<file path="src/rtl/srrc_tx_flt_interp.sv">
// 4-ary PAM mapper with a 4x interpolating 17-tap SRRC polyphase pulse shaper.
// Optional SRRC_TX_UNDERRUN_CNT_EN adds a saturating underrun event counter.
module srrc_tx_flt_interp #(
    parameter int OSR       = 4,
    parameter int OUT_SHIFT = 2,
    parameter int CNT_W     = 16
) (
    input  logic                    clk,
    input  logic                    reset_n,
    input  logic [1:0]              sym_in,
    input  logic                    sym_valid,
    output logic                    sym_ready,
    output logic signed [17:0]      out,
    output logic                    out_valid,
    output logic [1:0]              out_phase,
    output logic                    underrun,
    output logic [CNT_W-1:0]        underrun_cnt
);

    localparam int ACC_W = 24;

    typedef enum logic {IDLE, RUN} state_t;

    state_t                   state;
    logic [1:0]               ph;
    logic [2:0]               zcnt;
    logic signed [2:0]        a [5];
    logic signed [ACC_W-1:0]  acc;
    logic signed [ACC_W-1:0]  shifted;
    logic signed [17:0]       sat_out;
    logic                     last_ph;
    logic                     accept;
    logic                     ins_zero;
    logic signed [2:0]        shift_lvl;

    // Gray-coded symbol to level: 00->-3, 01->-1, 11->+1, 10->+3.
    function automatic logic signed [2:0] map_sym(input logic [1:0] s);
        logic signed [2:0] l;
        case (s)
            2'b00:   l = 3'b101;
            2'b01:   l = 3'b111;
            2'b11:   l = 3'b001;
            default: l = 3'b011;
        endcase
        return l;
    endfunction

    // Only the lower half of the symmetric impulse response is stored.
    function automatic logic signed [17:0] coef(input int k);
        logic signed [17:0] c;
        case ((k > 8) ? 16 - k : k)
            0:       c = 18'sd314;
            1:       c = -18'sd2115;
            2:       c = -18'sd5743;
            3:       c = -18'sd6936;
            4:       c = -18'sd719;
            5:       c = 18'sd15367;
            6:       c = 18'sd37897;
            7:       c = 18'sd57966;
            default: c = 18'sd66023;
        endcase
        return c;
    endfunction

    function automatic logic signed [ACC_W-1:0] mul_lvl(input logic signed [17:0] c,
                                                       input logic signed [2:0]  lvl);
        logic signed [ACC_W-1:0] ce;
        logic signed [ACC_W-1:0] mag;
        ce = {{(ACC_W-18){c[17]}}, c};
        case (lvl)
            3'b011, 3'b101: mag = (ce <<< 1) + ce;
            3'b001, 3'b111: mag = ce;
            default:        mag = '0;
        endcase
        return lvl[2] ? -mag : mag;
    endfunction

    assign last_ph   = (ph == 2'(OSR - 1));
    assign sym_ready = (state == IDLE) || last_ph;
    assign accept    = sym_valid && sym_ready;
    assign ins_zero  = (state == RUN) && last_ph && !sym_valid;
    assign shift_lvl = sym_valid ? map_sym(sym_in) : 3'sd0;

    // NOTE: every signal assigned in always_comb gets a default first, so no latch is inferred.
    always_comb begin
        acc = '0;
        for (int j = 0; j < 5; j++) begin
            if (4 * j + int'(ph) <= 16)
                acc = acc + mul_lvl(coef(4 * j + int'(ph)), a[j]);
        end
        shifted = acc >>> OUT_SHIFT;
        if (shifted > ACC_W'(131071))
            sat_out = 18'sd131071;
        else if (shifted < -ACC_W'(131072))
            sat_out = -18'sd131072;
        else
            sat_out = shifted[17:0];
    end

    // NOTE: state is updated with non-blocking assignments so every flop samples pre-edge values.
    always_ff @(posedge clk or negedge reset_n) begin
        if (!reset_n) begin
            state     <= IDLE;
            ph        <= 2'(OSR - 1);
            zcnt      <= '0;
            out       <= '0;
            out_valid <= 1'b0;
            out_phase <= '0;
            underrun  <= 1'b0;
            // NOTE: the delay line is only five levels deep, so it is reset along with the control state.
            for (int i = 0; i < 5; i++) a[i] <= '0;
        end else begin
            underrun <= 1'b0;
            case (state)
                IDLE: begin
                    out       <= '0;
                    out_valid <= 1'b0;
                    if (sym_valid) begin
                        for (int i = 4; i > 0; i--) a[i] <= a[i-1];
                        a[0]  <= map_sym(sym_in);
                        ph    <= '0;
                        zcnt  <= '0;
                        state <= RUN;
                    end
                end
                default: begin
                    ph        <= ph + 2'd1;
                    out       <= sat_out;
                    out_phase <= ph;
                    out_valid <= 1'b1;
                    if (last_ph) begin
                        for (int i = 4; i > 0; i--) a[i] <= a[i-1];
                        a[0] <= shift_lvl;
                        if (accept) begin
                            zcnt <= '0;
                        end else begin
                            underrun <= 1'b1;
                            zcnt     <= zcnt + 3'd1;
                            // Fifth consecutive zero flushes the last symbol out of the line.
                            if (zcnt == 3'd4) begin
                                state     <= IDLE;
                                ph        <= 2'(OSR - 1);
                                out       <= '0;
                                out_valid <= 1'b0;
                            end
                        end
                    end
                end
            endcase
        end
    end

`ifdef SRRC_TX_UNDERRUN_CNT_EN
    logic [CNT_W-1:0] cnt_q;

    always_ff @(posedge clk or negedge reset_n) begin
        if (!reset_n)
            cnt_q <= '0;
        else if (ins_zero && (cnt_q != '1))
            cnt_q <= cnt_q + 1'b1;
    end

    assign underrun_cnt = cnt_q;
`else
    assign underrun_cnt = '0;
`endif

endmodule

</file>
<file path="config.mk">
export PLATFORM = sky130hd
export DESIGN_NAME = srrc_tx_flt_interp
export DESIGN_NICKNAME = d
export VERILOG_FILES = /design/src/rtl/srrc_tx_flt_interp.sv
export SDC_FILE = /design/constraint.sdc
export NUM_CORES = 1
export LEC_CHECK = 0
export BUFFER_PORTS_ARGS = -buffer_cell sky130_fd_sc_hd__buf_2
export CAP_MARGIN = 20
export CELL_PAD_IN_SITES_DETAIL_PLACEMENT = 0
export CELL_PAD_IN_SITES_GLOBAL_PLACEMENT = 1
export CORE_MARGIN = 2
export CORE_UTILIZATION = 35
export DETAILED_ROUTE_END_ITERATION = 6
export GPL_ROUTABILITY_DRIVEN = 0
export PLACE_DENSITY_LB_ADDON = 0.1
export RECOVER_POWER = 100
export SLEW_MARGIN = 5
export SYNTH_ARGS = -nofsm -noshare
export SYNTH_HDL_FRONTEND = slang
export SYNTH_SLANG_ARGS = --single-unit
</file>
<file path="constraint.sdc">
create_clock -name clk -period 9.6 [get_ports clk]
set_input_delay 1.92 -clock clk [delete_from_list [all_inputs] [get_ports clk]]
set_output_delay 1.92 -clock clk [all_outputs]
set_load 0.01 [all_outputs]
</file>
# --- Yosys cells after proc, flatten, opt, wreduce, memory -nomap -nowiden ---
# Memories as Yosys holds them, arrays and structs flattened.
# Cells that the tools add are included.
classes:
  n_addsub: 25
  n_lt_le_gt_ge: 12
  n_eq_ne: 25
  muxes: 64
  bitwise: 1
  n_reduce_logical: 20
ops:
  columns: ["op", "n"]
  rows:
  - ["$mux W24", 15]
  - ["$mux W18", 16]
  - ["$pmux W24 S2", 5]
  - ["$mux W32", 5]
  - ["$logic_not A29 Y1", 5]
  - ["$le A32 B6 Y1 const B", 4]
  - ["$neg A24 Y24", 5]
  - ["$add A19 B18 Y20", 5]
  - ["$add A24 B24 Y24", 4]
  - ["$mux W15", 3]
  - ["$eq A3 B3 Y1 const B", 11]
  - ["$gt A22 B18 Y1 const B", 1]
  - ["$lt A22 B18 Y1 const B", 1]
  - ["$reduce_or A2 Y1", 10]
  - ["$eq A3 B1 Y1 const B", 5]
  - ["$eq A3 B2 Y1 const B", 5]
  - ["$mux W3", 5]
  - ["$sub A5 B5 Y6 const A", 2]
  - ["$add A4 B2 Y5 const A", 2]
  - ["$gt A5 B4 Y1 const B", 2]
  - ["$mux W2", 5]
  - ["$mux W1", 9]
  - ["$pmux W3 S3", 1]
  - ["$sub A5 B6 Y7 const A", 1]
  - ["19 further kinds", 20]
word_totals:
  reg_bits: 43
  rom_bits: 720
  inputBits: 5
  n_memories: 5
mem_list:
  columns: ["memory", "words", "width", "read_ports", "rd_clocked_by_memory_dff", "wr", "line", "source"]
  rows:
  - ["(name not given)", 8, 18, 1, 0, 0, "51", "case ((k > 8) ? 16 - k : k)"]
  - ["(name not given)", 8, 18, 1, 0, 0, "51", null]
  - ["(name not given)", 8, 18, 1, 0, 0, "51", null]
  - ["(name not given)", 8, 18, 1, 0, 0, "51", null]
  - ["(name not given)", 8, 18, 1, 0, 0, "51", null]

# --- Longest topological paths before layout ---
depth:
  word_depth: 26
  mapped_depth: 54
  ltp_nobuf: 48

# --- Worst setup path after synthesis ---
# Ideal clock, no wire load.
synth_timing:
  kind: "flip-flop to flip-flop"
  from: "reg ph[0]"
  to: "reg out[12]"
  setup_ns: 0.095
  t_arrival_ns: 10.209
  slack_ns: -0.704
  path_stages_with_launch: 51
  path_buffers: 5
  path_cell_list: "dfstp_2 > clkbuf_1 > inv_1 > ha_1 > clkbuf_1 > inv_1 > clkbuf_1 > clkbuf_1 > nand2_1 > o211ai_1 > ha_1 > nand3_1 > nand3b_1 > or3b_2 > o21ai_0 > o311ai_0 > nand2_1 > ha_1 > [15 not listed] > ha_1 > and3_1 > o311a_1 > nand4bb_1 > a31o_2 > a21oi_1 > xnor2_1 > ha_1 > inv_1 > or3_1 > or2_2 > o32a_1 > o211ai_2 > xnor3_2 > xnor2_4 > o311ai_4 > buf_6 > o31ai_1"
synth_between:
  elab_chain_cells: 26
  elab_cells_between_ends: 89
  classes_between: "add/sub (23); order compare (12); eq/ne (1); mux (41); reduce/logical (7); memory (5)"
synth_lines:
  columns: ["element", "line", "source"]
  rows:
  - ["start, declared", "25", "logic [1:0] ph;"]
  - ["start signal, assigned", "104", "ph <= 2'(OSR - 1);"]
  - ["start signal, assigned", "127", "ph <= ph + 2'd1;"]
  - ["start signal, assigned", "142", "ph <= 2'(OSR - 1);"]
  - ["$add A3 B2 Y4, or another cell as far along", "88, 89", null]
  - ["$sub A5 B4 Y6, or another cell as far along", "51", null]
  - ["$mux W32, or another cell as far along", "51", null]
  - ["$mem_v2 Z8 W18, or another cell as far along", null, null]
  - ["$mux W18 (on tied branches)", "51, 88", null]
  - ["$mux W18 / $add A19 B18 Y20 (equally long branches)", "88, 71", null]
  - ["$add A19 B18 Y20 / $pmux W24 S2 (equally long branches)", "71, 70", null]
  - ["$pmux W24 S2 / $mux W24 (equally long branches)", "70, 88", null]
  - ["[10 not listed]", null, null]
  - ["$mux W24", "88", "if (4 * j + int'(ph) <= 16)"]
  - ["$lt A22 B18 Y1", "94", "else if (shifted < -ACC_W'(131072))"]
  - ["$mux W18", "94", null]
  - ["$mux W18", "92", "if (shifted > ACC_W'(131071))"]
  - ["$mux W18", "140", "if (zcnt == 3'd4) begin"]
  - ["$mux W18", "134", "if (accept) begin"]
  - ["$mux W18 *", "131", "if (last_ph) begin"]
  - ["$mux W18 *", "114", "case (state)"]
  - ["end signal, assigned", "128", "out <= sat_out;"]
  - ["end, declared", "13", "output logic signed [17:0] out,"]
# Mark *: on every way between the ends. The rest lies on a longest branch, timed or not. The select of a mux whose other input is x is not followed.
# A chain may end at the register's enable or synchronous reset.

# --- Worst setup path in the final report ---
layout_timing:
  from: "reg ph[0]"
  to: "reg out[14]"
# Same word-level chain as after synthesis.

==> metrics.yaml <==
area_growth_pct: 19.1
clk_latency_ps: 310
die_height_um: 177
status: "finished with violations"
fin_nets: 1715
timing.slew.headroom: -0.832
hold_violations: 0
cts.root.buffer_cell: "clkbuf_16"
syn_area_um2: 10500
path_max_fanout: 8
first_global_vias: 10226
slew_viol_final: 44
arrival_ps: 9580
rsz0062_at_grt: "true"
max_clock_freq_ghz: 0.107
wl_per_cell_um: 19.0
async_flop_share: 1.00
synth_seq_area_share: 0.103
yosys_warnings: 0
yosysTopAreaCell: "ha_1"
overflow: 0
drc: 0
postSynthCellCount: 1485
utilization: 0.423
dpl.hpwl_um: 29300
whs_ps: 522
avgSynthCellArea_um2: 7.06
postCtsHoldBufs: 0
htreeDepth: 2
cp.required_ps: 9820
maxCapViolations: 1
min_path_type: "flop to flop"
rows: 63
cpMaxStageDelayCell: "dfstp_2"
yosysUniqueCellTypes: 83
reg2reg_slack_ps: 240
dominantRegCellSynth: "dfrtp_1"
drive_gt1_frac: 0.177
fin_cells: 1973
die_w_um: 177
dr.pass1.iters: 6
crit_type: "flop to flop"
cts_tree: "built"
synth_top_area_share: 0.147
clock_path_buffers: 2
die_area_um2: 31400
cts_buffers: 5
diodes: 0
grt_max_degree: 44
dr_total_vias: 10982
min_period_ps: 9360
initial_core_util: 0.355
skew_ps: 8.29
cp-end-kind: "flop"
ys_seq_elements: 43
dp.cells: 1946
setup_viol: 0
max_stage_delay_ps: 570
io_buffers: 27
synth.most_common_cell: "nand2_1"
io_pins: 44
start_kind: "flop"
antenna_found_initial: 0
violations: "capacitance limit, slew limit"
synth-edff-count: 0
fin_setup_tns_ps: 0
tightest_slew_ps: 2750
multiInputGateArea_um2: 9160
netlist_top_cells_count: "nand2_1, nor2_1, ha_1, o21ai_0, a21oi_1"
finalCritPeriodShare: 0.975
synth_area_leaders: "ha_1, dfrtp_1, xnor2_1"
ant_nets: 0
via_per_inst: 5.57
core-area_um2: 29600
cts.sinks: 43
wl_um: 37600
n_fill_cell: 3178
grt_usage: 0.237
drt_iter0_markers: 653
clk_pin_slew_ps: 70
grt_pass1_wl_um: 58200
seq_area_um2: 1080
-- routing by layer --
| layer | vias up | GRT usage | share of wire |
|---|---|---|---|
| met4 | 0 | 0.0430 | 0.012 |
| li1 | 5518 | - | - |
| met1 | 5195 | 0.339 | 0.49 |
| met3 | 26 | 0.0266 | 0.042 |
| met2 | 243 | 0.386 | 0.45 |
| met5 | - | 0 | 0 |
-- state kept, by name, summed over array words and instances (netlist names) --
register	cells
a	15
out	18
out_phase	2
out_valid	1
ph	2
state	1
underrun	1
zcnt	3
-- through the flow --
step                cell area, µm²  setup slack [ps]
finish                       12500               244
global placement             11800              24.8
detailed placement           11800              -153
floorplan                    10600              11.8
global route                 12500              -218
CTS                          12000              1.50
-- path summary, 6_finish.rpt --
kind                                   start      endpoint  depth (start not counted)
worst max-delay path                   ph[0]       out[14]                         46
worst min-delay path            out_phase[1]  out_phase[1]                          1
worst max register to register         ph[0]       out[14]                         46
worst min register to register  out_phase[1]  out_phase[1]                          1
max in group asynchronous            reset_n          a[6]                          2
min in group asynchronous            reset_n        out[2]                          2
-- kinds of logic (layout without fill, tap and decap cells) --
family,Yosys count,after routing,share of synthesized area
and+or+nand+nor,461,461,0.201
other,1,16,0.000358
DFF,43,43,0.103
muxes,40,40,0.0397
xor gates and xnor gates,136,136,0.118
adders and majority gates,128,128,0.156
buffers and inverters,181,264,0.0723
AOI/OAI and AO/OA,495,495,0.310
-- final cells by class --
| cell class | instances | area share |
|---|---|---|
| multi-input cells | 1276 | 0.733 |
| repair buffers | 186 | 0.109 |
| flip-flops and latches | 43 | 0.0863 |
| well taps | 390 | 0.0391 |
| inverters | 70 | 0.0212 |
| clock buffers | 6 | 0.0103 |
| clock inverters | 2 | 0.00100 |
-- repair_timing --
item,in CTS,in global routing
endpoints found under the setup margin,17,18
pin swaps,7,48
gates cloned,0,1
gates resized for setup,6,93
setup buffers,6,13
-- worst max-delay path, delay by kind of cell, from the launching register on --
| kind | cells | cell delay [ps] |
|---|---|---|
| xor gates and xnor gates | 5 | 970 |
| adders and majority gates | 6 | 1540 |
| AOI/OAI and AO/OA | 16 | 3330 |
| DFF | 1 | 570 |
| and+or+nand+nor | 13 | 2080 |
| buffers and inverters | 6 | 770 |
-- placed cells by master (no fill, tap or decap), drive strengths merged, types with 19 or more instances in the layout --
cell    synthesis  routed
a211oi         22      22
a21o           35      35
a21oi         122     122
a31oi          19      19
buf            35     160
clkbuf         76      32
dfrtp          41      41
ha            123     123
inv            69      69
mux2i          27      27
nand2         166     166
nand3          37      37
nor2          129     129
nor3           34      34
o211ai         27      27
o21ai         125     125
xnor2          92      92
xor2           42      42
Power is not shown: default switching activity piles up to over one toggle a cycle in this logic, so the estimate is an artifact.
